File: src/rtl/countdown_timer.sv
// countdown_timer
//   Loadable minutes:seconds countdown timer. Counts a preset value down to
//   00:00, pulses `done` for one cycle on expiry and parks in EXPIRED.
//
//   Optional feature (compile-time macro COUNTDOWN_AUTO_RELOAD_EN):
//     when defined, expiry pulses `done` and the next tick reloads the preset
//     while the timer stays RUNNING. EXPIRED is never entered.
//
//   Parameters
//     CLKS_PER_SEC : clock cycles per one-second tick (>= 1)
//   Ports
//     clk       in   system clock, rising edge
//     rst_n     in   asynchronous active-low reset
//     start     in   run / resume (level)
//     stop      in   pause (level)
//     reset     in   synchronous soft reset to preset, IDLE
//     load      in   capture load_min/load_sec as the new preset
//     load_min  in   [7:0] preset minutes
//     load_sec  in   [5:0] preset seconds, clamped to 59
//     minutes   out  [7:0] current minutes (registered)
//     seconds   out  [5:0] current seconds (registered)
//     status    out  [1:0] 00 IDLE, 01 RUNNING, 10 PAUSED, 11 EXPIRED
//     done      out  one-cycle expiry pulse (registered)
module countdown_timer #(
    parameter int CLKS_PER_SEC = 1
) (
    input  logic       clk,
    input  logic       rst_n,
    input  logic       start,
    input  logic       stop,
    input  logic       reset,
    input  logic       load,
    input  logic [7:0] load_min,
    input  logic [5:0] load_sec,
    output logic [7:0] minutes,
    output logic [5:0] seconds,
    output logic [1:0] status,
    output logic       done
);

    // Prescaler needs at least one bit even when CLKS_PER_SEC is 1.
    localparam int PW = (CLKS_PER_SEC > 1) ? $clog2(CLKS_PER_SEC) : 1;

    typedef enum logic [1:0] {
        IDLE    = 2'b00,
        RUNNING = 2'b01,
        PAUSED  = 2'b10,
        EXPIRED = 2'b11
    } state_t;

    state_t        state, state_nxt;
    logic [PW-1:0] psc, psc_nxt;
    logic [7:0]    preset_min, preset_min_nxt, min_nxt;
    logic [5:0]    preset_sec, preset_sec_nxt, sec_nxt;
    logic          done_nxt;

    logic [5:0]    sec_clamped;
    logic [7:0]    dec_min;
    logic [5:0]    dec_sec;
    logic          is_zero, dec_zero, tick;

    always_comb begin
        sec_clamped = (load_sec > 6'd59) ? 6'd59 : load_sec;
        is_zero     = (minutes == 8'd0) && (seconds == 6'd0);
        tick        = (psc == PW'(CLKS_PER_SEC - 1));
        // Decremented value; only meaningful when the counter is non-zero.
        if (seconds != 6'd0) begin
            dec_min = minutes;
            dec_sec = seconds - 6'd1;
        end else begin
            dec_min = minutes - 8'd1;
            dec_sec = 6'd59;
        end
        dec_zero = (dec_min == 8'd0) && (dec_sec == 6'd0);
    end

    always_comb begin
        state_nxt      = state;
        psc_nxt        = psc;
        preset_min_nxt = preset_min;
        preset_sec_nxt = preset_sec;
        min_nxt        = minutes;
        sec_nxt        = seconds;
        done_nxt       = 1'b0;

        if (reset) begin
            min_nxt   = preset_min;
            sec_nxt   = preset_sec;
            psc_nxt   = '0;
            state_nxt = IDLE;
        end else if (load) begin
            preset_min_nxt = load_min;
            preset_sec_nxt = sec_clamped;
            min_nxt        = load_min;
            sec_nxt        = sec_clamped;
            psc_nxt        = '0;
            state_nxt      = IDLE;
        end else begin
            case (state)
                IDLE: begin
                    // A zero counter cannot be started.
                    if (start && !is_zero) begin
                        state_nxt = RUNNING;
                        psc_nxt   = '0;
                    end
                end
                RUNNING: begin
                    if (tick && !is_zero && dec_zero) begin
                        // Expiry beats a simultaneous stop.
                        min_nxt  = dec_min;
                        sec_nxt  = dec_sec;
                        psc_nxt  = '0;
                        done_nxt = 1'b1;
`ifdef COUNTDOWN_AUTO_RELOAD_EN
                        state_nxt = RUNNING;
`else
                        state_nxt = EXPIRED;
`endif
                    end else if (stop) begin
                        state_nxt = PAUSED;
                    end else if (tick) begin
                        psc_nxt = '0;
                        if (is_zero) begin
                            // Only reachable with auto-reload: 00:00 was
                            // shown for one period, now restart the preset.
                            min_nxt = preset_min;
                            sec_nxt = preset_sec;
                        end else begin
                            min_nxt = dec_min;
                            sec_nxt = dec_sec;
                        end
                    end else begin
                        psc_nxt = psc + PW'(1);
                    end
                end
                PAUSED: begin
                    // Prescaler keeps its value so the second is not restarted.
                    if (!stop && start) state_nxt = RUNNING;
                end
                default: ;  // EXPIRED: only reset/load leave
            endcase
        end
    end

    always_ff @(posedge clk or negedge rst_n) begin
        if (!rst_n) begin
            state      <= IDLE;
            psc        <= '0;
            preset_min <= '0;
            preset_sec <= '0;
            minutes    <= '0;
            seconds    <= '0;
            done       <= 1'b0;
        end else begin
            state      <= state_nxt;
            psc        <= psc_nxt;
            preset_min <= preset_min_nxt;
            preset_sec <= preset_sec_nxt;
            minutes    <= min_nxt;
            seconds    <= sec_nxt;
            done       <= done_nxt;
        end
    end

    assign status = state;

endmodule

File: config.mk
export PLATFORM = sky130hd
export DESIGN_NAME = countdown_timer
export DESIGN_NICKNAME = d
export VERILOG_FILES = /design/src/rtl/countdown_timer.sv
export SDC_FILE = /design/constraint.sdc
export NUM_CORES = 1
export LEC_CHECK = 0
export CAP_MARGIN = 15
export CELL_PAD_IN_SITES_DETAIL_PLACEMENT = 0
export CELL_PAD_IN_SITES_GLOBAL_PLACEMENT = 2
export CORE_MARGIN = 4
export CORE_UTILIZATION = 35
export CTS_BUF_LIST = sky130_fd_sc_hd__clkbuf_8
export DETAILED_ROUTE_END_ITERATION = 7
export PLACE_DENSITY_LB_ADDON = 0.1
export SLEW_MARGIN = 40
export SYNTH_ARGS = -nofsm -noshare
export SYNTH_HDL_FRONTEND = slang
export SYNTH_SLANG_ARGS = --single-unit
File: constraint.sdc
create_clock -name clk -period 7.9 [get_ports clk]
set_input_delay 0.79 -clock clk [delete_from_list [all_inputs] [get_ports clk]]
set_output_delay 0.79 -clock clk [all_outputs]
set_load 0.01 [all_outputs]
After elaboration in Yosys (flattened, before gate mapping):

Index checks and enable logic that the tools add are counted.

* bits in registers: 32
* input bits: 20
* output and inout port bits: 17
* logic and storage cells: 77

* $add $sub $neg: 3
* $lt $le $gt $ge: 1
* equality and inequality tests: 8
* multiplexer cells: 35
* bitwise logic cells: 2
* reductions and logical operators: 21

Operators by type and width (count)
* $mux W8: 8
* $mux W6: 9
* $logic_not A8 Y1: 2
* $logic_not A6 Y1: 2
* $mux W2: 6
* $mux W1: 10
* $ne A5 B5 Y1 const B: 2
* $ne A4 B4 Y1 const B: 2
* $sub A8 B1 Y8 const B: 1
* $gt A6 B6 Y1 const B: 1
* $logic_and A1 B1 Y1: 6
* $pmux W2 S3: 1
* $reduce_and A3 Y1: 2
* $reduce_bool A6 Y1: 1
* $sub A6 B1 Y6 const B: 1
* $reduce_bool A5 Y1: 1
* $ne A4 B2 Y1 const B: 1
* $ne A4 B3 Y1 const B: 1
* $reduce_and A4 Y1: 1
* $reduce_bool A4 Y1: 1
* $reduce_bool A3 Y1: 1
* $eq A2 B1 Y1 const B: 1
* $eq A2 B2 Y1 const B: 1
* $logic_not A1 Y1: 2
* other kinds (5): 6

Logic depth before layout (Yosys ltp):

Gate-level depths: netlist (run 1).

* depth after elaboration: 9
* depth in mapped cells: 12
* mapped depth without buffers: 9

Least setup slack after synthesis (run 1):

No wires, ideal clock.

* path type: flip-flop to flip-flop
* start point: register seconds[0]
* end point: register seconds[2]
* setup time: 0.125 ns
* data arrival time: 2.610 ns
* data required time: 7.775 ns
* setup slack: 5.165 ns
* cell stages (with the launch flop): 13
* buffers on the path: 3
* clock period less this slack: 2.735 ns
* path through: dfrtp_1 -> inv_1 -> ha_1 -> nor2b_1 -> clkbuf_2 -> and2_1 -> buf_6 -> a2111oi_4 -> nand4_1 -> nor3_2 -> a21o_4 -> buf_12 -> mux2_4

* cells in the longest elaborated chain, start to end: 9
* elaborated cells on any way between the ends: 22
* those cells by class: 1 x add/sub; 2 x eq/ne; 9 x mux; 10 x reduce/logical

Ends and longest elaborated chain
* from (decl): RTL line 36 `output logic [5:0] seconds,`
* from (signal assigned): RTL line 160 `seconds <= sec_nxt;`
* $sub A6 B1 Y6, or another cell as far along: RTL line 69 `dec_sec = seconds - 6'd1;`
* $mux W6, or another cell as far along: RTL line 67 `if (seconds != 6'd0) begin`
* $mux W6, or another cell as far along: RTL line 123 `if (is_zero) begin`
* $mux W6, or another cell as far along: RTL line 121 `end else if (tick) begin`
* $mux W6 or $logic_and A1 B1 Y1 (tied branches): RTL line 119, 108
* $mux W6: RTL line 108 `if (tick && !is_zero && dec_zero) begin`
* $mux W6: RTL line 99 `case (state)`
* $mux W6: RTL line 91 `end else if (load) begin`
* $mux W6: RTL line 86 `if (reset) begin`

Parallel ways exist; a longest one is shown, timed or not. The select of a mux whose other input is x is not followed.
A chain may end at the register's enable or synchronous reset.

Final worst setup path (run 1):

* start point: register seconds[0]
* end point: register minutes[5]

* cells in the longest elaborated chain, start to end: 9
* elaborated cells on any way between the ends: 22
* those cells by class: 1 x add/sub; 2 x eq/ne; 9 x mux; 10 x reduce/logical

Ends and longest elaborated chain
* $sub A6 B1 Y6, or another cell as far along: RTL line 69
* $mux W6, or another cell as far along: RTL line 67
* $logic_not A6 Y1, or another cell as far along: RTL line 74 `dec_zero = (dec_min == 8'd0) && (dec_sec == 6'd0);`
* $logic_and A1 B1 Y1, or another cell as far along: RTL line 74
* $logic_and A1 B1 Y1 or $mux W8 (tied branches): RTL line 108, 119
* $mux W8: RTL line 108
* $mux W8: RTL line 99
* $mux W8: RTL line 91
* $mux W8: RTL line 86
* to (signal assigned): RTL line 159 `minutes <= min_nxt;`
* to (decl): RTL line 35 `output logic [7:0] minutes,`

Parallel ways exist; a longest one is shown, timed or not. The select of a mux whose other input is x is not followed.

==> impl_metrics.csv, run 1 <==
group,metric,value,unit
clock_network,cts_setup_buffers,0,
sta,slew_headroom,47.0,%
pwr,leakage,1.09,nW
logic_synthesis,async_flop_share,100,%
finish,final_common_cell,"clkdlybuf4s50_1",
floorplanning,die_area,7520,um^2
hold_path,hold_start,"preset_min[1]",
pwr,vdd_ir_drop_max,80.7,uV
logic_synthesis,synth_warnings,0,
sta,tightest_slew,0.792,ns
sta,rsz0062_at_grt,"no",
floorplanning,core-area,5960,um^2
clock_network,cts_max_level,2,
critical_path,cp_slowest_stage_delay,0.57,ns
hold_path,hp-class,"reg2reg",
floorplanning,std_cell_rows,28,
finish,drive_gt1_share,14.7,%
logic_synthesis,yosysSeqAreaShare,35.8,%
sta,fin_skew,0.00555,ns
clock_network,root_buffer,"clkbuf_8",
route,vias,1857,
logic_synthesis,synth_area,2170,um^2
sta,setup_violations,0,
clock_network,cts_tree,"yes",
pwr,power.density,214,nW/um^2
critical_path,worst-path-buf-inv,1,
critical_path,path_class,"reg2reg",
critical_path,cp_max_fo,14,
route,wl,5.93,mm
run,max_cap_violations,0,
global_route,grt_pass1_vias,1875,
route,drtIter0Drc,143,
critical_path,end_kind,"flip-flop",
sta,fin_crit,3.22,ns
critical_path,startpoint_type,"flip-flop",
critical_path,cp_top_family,"simple AND/OR/NAND/NOR gates",
critical_path,path_cells,"inv_1 > ha_1 > nor2b_1 > a311oi_1 > a2111oi_4 > nand4_1 > nor3_2 > a21o_4 > mux2_2",
global_route,antenna_found_initial,0,
global_route,globalRoute.totalOverflow,0,
route,first_pass_iters,4,
floorplanning,io_pins,37,
sta,drv_slew,0,
placement,place_ws,4.46,ns
floorplanning,initial_utilization,36.4,%
global_route,grt_pass1_wl,9.71,mm
run_status,outcome,"finished, final reports clean",
route,antenna_left,0,
route,routedWlPerCell,17.5,um
critical_path,r2r_start,"seconds[0]",
logic_synthesis,synth_cell_type_count,58,
placement,portBuffers,36,
sta,setup_slack,4.68,ns
logic_synthesis,synth-seq-cells,31,
placement,gp_congestion,0.748,
clock_network,hold_buffers,0,
sta,timing.final.crit_share,40.8,%
clock_network,clk_path_buf_depth,2,
critical_path,crit_start,"seconds[0]",
critical_path,cpMaxStageDelayCell,"nor2b_1",
sta,fmax,310,MHz
finish,num_antenna_cells,0,
finish,most-common-layout-cells,"clkdlybuf4s50_1 (36), dfrtp_1 (31), inv_1 (19)",
floorplanning,die_w,86.7,um
logic_synthesis,synth-edff-count,0,
sta,fin_setup_tns,0,ns
finish,final_nets,291,
finish,syn2layout_area_growth,23.3,%
logic_synthesis,synthFlopType,"dfrtp_1",
logic_synthesis,syn_nets,262,
route,via_per_inst,5.46,
clock_network,path_clk_slew,0.07,ns
floorplanning,dieHeight,86.7,um
global_route,track_usage,16.9,%
placement,dpl.hpwl,4.41,mm
logic_synthesis,syn_avg_cell_area,9.23,um^2
clock_network,clock_sinks,31,
critical_path,required,8.07,ns
logic_synthesis,synth_cells,235,
clock_network,post_cts_resized,0,
route,drc,0,
critical_path,cp_data_arrival_time,3.39,ns
clock_network,cts_made_buffers,5,
global_route,grt_max_degree,32,
clock_network,clk_latency,0.28,ns
sta,final-hold-violation-count,0,
[synth_stat cells (2+ instances only)]
cell type | count | share of area (%)
mux2_2 | 16 | 8.3
mux2i_1 | 9 | 4.2
nor3_1 | 7 | 1.6
ha_1 | 7 | 4.0
buf_6 | 3 | 1.6
inv_1 | 18 | 3.1
o21ai_0 | 16 | 3.7
xnor2_1 | 5 | 2.0
a2bb2oi_1 | 2 | 0.81
clkbuf_1 | 10 | 1.7
nand4_1 | 6 | 1.7
nand3_1 | 7 | 1.6
nand2_1 | 14 | 2.4
a211oi_1 | 2 | 0.69
or2_2 | 2 | 0.58
a21oi_1 | 16 | 3.7
dfrtp_1 | 31 | 36
nor2_1 | 14 | 2.4
a31oi_1 | 3 | 0.87
o22ai_1 | 9 | 2.6
[metal layers]
metal,vias to the layer above,routed length (um),track usage [%]
met5,-,0,0
met4,0,45,4.39
met3,4,261,3.14
met2,40,2710,26.4
met1,906,2920,24.0
li1,907,-,-
[report_power, final]
part | total, W | internal (W) | switching (W) | leakage (nW)
combinational | 0.000165 | 0.0000828 | 0.0000819 | 0.646
clock | 0.000189 | 0.000125 | 0.0000643 | 0.0695
sequential | 0.000218 | 0.000182 | 0.0000363 | 0.371
total | 0.000572 | 0.000390 | 0.000182 | 1.09
[through the flow]
stage,cell area (um^2),total power (W),hold slack [ns],cells,util (%)
global placement,2540,0.000389,0.491,332,42.6
CTS,2670,0.000578,0.514,340,44.8
detailed placement,2540,0.000386,0.495,332,42.6
global route,2670,0.000607,0.540,340,44.9
floorplan,2170,0.000320,0.475,235,-
finish,2670,0.000572,0.510,340,44.9
[cells by family (layout without fill, tap and decap cells)]
group	Yosys count	count (layout)	synth area share [%]
compound gates	61	61	18.5
xor+xnor	6	6	2.42
fa+ha+maj	7	7	4.04
buf+inv	35	65	7.90
flops	31	31	35.8
mux	26	26	13.2
simple gates	69	69	18.2
[sequential cells by signal (all words and copies together), names as in the netlist]
| signal | count |
|---|---|
| minutes | 8 |
| preset_min | 8 |
| preset_sec | 6 |
| seconds | 6 |
| status | 2 |
| done | 1 |
[worst reg2reg max path: stages (launching register included)]
cell and delay, ns:
dfrtp_1 0.47, inv_1 0.16, ha_1 0.17, nor2b_1 0.57
a311oi_1 0.28, a2111oi_4 0.34, nand4_1 0.16, nor3_2 0.27
a21o_4 0.32, mux2_2 0.37
[path summary, 6_finish.rpt]
check | end | slack, ns | cells past startpoint
setup / recovery | minutes[5] | 4.68 | 9
hold / removal | preset_min[1] | 0.51 | 1
setup reg to reg | minutes[5] | 4.68 | 9
hold reg to reg | preset_min[1] | 0.51 | 1
max in group asynchronous | minutes[5] | 6.68 | 2
min in group asynchronous | seconds[2] | 0.92 | 2
[layout make-up]
type                            count  area [um^2]
Tap cell                           75         93.8
Clock inverter                      3         63.8
Multi-Input combinational cell    169         1220
Timing Repair Buffer               38          375
Clock buffer                        5         68.8
Inverter                           19         71.3
Sequential cell                    31          776
Fill cell                         611         3280
Power figures use the tool's default switching activity.
==> run 2: changes to the inputs <==
--- a/config.mk
+++ b/config.mk
@@ -9,7 +9,7 @@
 export CELL_PAD_IN_SITES_DETAIL_PLACEMENT = 0
 export CELL_PAD_IN_SITES_GLOBAL_PLACEMENT = 2
 export CORE_MARGIN = 4
-export CORE_UTILIZATION = 35
+export CORE_UTILIZATION = 34
 export CTS_BUF_LIST = sky130_fd_sc_hd__clkbuf_8
 export DETAILED_ROUTE_END_ITERATION = 7
 export PLACE_DENSITY_LB_ADDON = 0.1
==> constraint.sdc (replaced) <==
create_clock -name clk -period 3.1 [get_ports clk]
set_input_delay 0.31 -clock clk [delete_from_list [all_inputs] [get_ports clk]]
set_output_delay 0.31 -clock clk [all_outputs]
set_load 0.01 [all_outputs]
==> run 2 against run 1 <==
Clock power is 69% higher. Via count is 0.65% higher. Global-route usage is 0.31 points lower. Critical endpoint is now seconds[3]. Largest power group unchanged.
==> impl_metrics.csv, run 2 (synthesis results as in run 1) <==
group,metric,value,unit
floorplanning,dieHeight,87.9,um
floorplanning,die_w,87.9,um
route,first_pass_iters,4,
sta,fin_skew,0.00830,ns
critical_path,rr_worst_depth,10,
finish,syn2layout_area_growth,23.3,%
sta,slew_headroom,59.7,%
floorplanning,io_pins,37,
run_status,outcome,"finished, final reports clean",
global_route,grt_max_degree,32,
route,drtIter0Drc,93,
finish,final_nets,297,
placement,gp_congestion,0.815,
critical_path,cp_top_family,"compound AO/OA/AOI/OAI gates",
critical_path,end_kind,"flip-flop",
critical_path,required,3.31,ns
clock_network,root_buffer,"clkbuf_8",
finish,num_antenna_cells,0,
floorplanning,initial_utilization,35.8,%
critical_path,cp_slowest_stage_delay,0.43,ns
placement,portBuffers,36,
sta,fin_crit,2.86,ns
clock_network,clk_latency,0.29,ns
route,routedWlPerCell,17.4,um
run,max_cap_violations,0,
critical_path,cpMaxStageDelayCell,"dfrtp_1",
global_route,globalRoute.totalOverflow,0,
clock_network,cts_made_buffers,5,
finish,largest_registers,"minutes (8), preset_min (8)",
floorplanning,core-area,6060,um^2
route,via_per_inst,5.40,
sta,rsz0062_at_grt,"no",
clock_network,path_clk_slew,0.08,ns
critical_path,cp_data_arrival_time,3.07,ns
critical_path,path_class,"reg2reg",
sta,timing.final.crit_share,92.2,%
clock_network,cts_tree,"yes",
floorplanning,die_area,7720,um^2
global_route,grt_pass1_wl,9.69,mm
hold_path,hp-class,"in2async",
finish,most-common-layout-cells,"clkdlybuf4s50_1 (36), dfrtp_1 (31), inv_1 (19)",
global_route,grt_pass1_vias,1840,
clock_network,clk_path_buf_depth,2,
sta,drv_slew,0,
placement,dpl.hpwl,4.40,mm
route,wl,6.02,mm
route,vias,1869,
pwr,power.density,488,nW/um^2
critical_path,cp_max_fo,9,
critical_path,worst-path-buf-inv,2,
pwr,vdd_ir_drop_max,187,uV
sta,setup_violations,0,
clock_network,cts_max_level,2,
critical_path,rrSetupSlack,0.24,ns
critical_path,timing.rr.end,"seconds[3]",
route,antenna_left,0,
clock_network,hold_buffers,0,
global_route,antenna_found_initial,0,
critical_path,startpoint_type,"flip-flop",
route,drc,0,
floorplanning,std_cell_rows,28,
pwr,p_total,0.00131,W
global_route,track_usage,16.6,%
critical_path,r2r_start,"seconds[1]",
pwr,leakage,1.09,nW
sta,fin_setup_tns,0,ns
finish,final_core_util,44.1,%
sta,final-hold-violation-count,0,
sta,fmax,350,MHz
clock_network,clock_sinks,31,
critical_path,path_cells,"inv_1 > ha_1 > nor2b_2 > a311oi_1 > a2111oi_4 > nand4_1 > nor3_2 > a21o_4 > buf_4 > mux2i_1",
finish,final_common_cell,"clkdlybuf4s50_1",
finish,drive_gt1_share,17.0,%
sta,tightest_slew,0.605,ns
## run 2: changes by cell type in the layout (fill, tap and decap cells not counted), sizes merged
cell / previous run / this run
buf: 2 / 8
bufinv: 2 / 0
clkinv: 1 / 2
clkinvlp: 0 / 1
## run 2: worst reg2reg max path, cell delays in order, from the launching register on
cell and delay (ns):
dfrtp_1 0.43, inv_1 0.15, ha_1 0.18, nor2b_2 0.38, a311oi_1 0.24, a2111oi_4 0.34, nand4_1 0.15, nor3_2 0.26
a21o_4 0.25, buf_4 0.19, mux2i_1 0.22
## run 2: worst max-delay path by stage
stage               start         end  slack (ns)  cells past startpoint
2_1_floorplan  seconds[0]  seconds[2]        0.37                     12
3_3_place_gp   seconds[1]  minutes[3]        0.19                      9
3_5_place_dp   seconds[1]  seconds[3]        0.06                     10
4_1_cts        seconds[1]  seconds[3]        0.03                     10
5_1_grt        seconds[1]  seconds[1]        0.03                     10
6_report       seconds[1]  seconds[3]        0.24                     10
## run 2: report_power, final
group	total (W)	switching, W	internal [W]	leakage [nW]
combinational	0.000434	0.000217	0.000217	0.675
sequential	0.000551	0.0000875	0.000464	0.371
clock	0.000320	0.000166	0.000154	0.0453
## run 2: layout make-up
cell class,instances,area [um^2]
fillers,622,3390
multi-input cells,169,1230
flip-flops and latches,31,776
repair buffers,44,420
well taps,75,93.8
inverters,19,71.3
clock buffers,5,68.8
clock inverters,3,16.3
## run 2: per-layer routing
| metal | wire length (um) | up-vias | GRT usage [%] |
|---|---|---|---|
| li1 | - | 914 | - |
| met1 | 2900 | 914 | 22.5 |
| met2 | 2800 | 34 | 26.7 |
| met3 | 253 | 7 | 3.57 |
| met4 | 66 | 0 | 4.60 |
| met5 | 0 | - | 0 |
## run 2: timing repair
action,in CTS,in global routing
setup buffers,0,0
resized for setup,0,1
setup endpoints to repair,0,15
## run 2: stage by stage
stage / worst slack (ns) / area, um^2 / std cells / hold slack, ns
3_3_place_gp: 0.192 / 2580 / 338 / 0.491
5_1_grt: 0.0296 / 2670 / 346 / 0.462
4_1_cts: 0.0311 / 2670 / 346 / 0.441
3_5_place_dp: 0.0627 / 2590 / 338 / 0.492
6_report: 0.243 / 2670 / 346 / 0.428
2_1_floorplan: 0.365 / 2170 / 235 / 0.0144
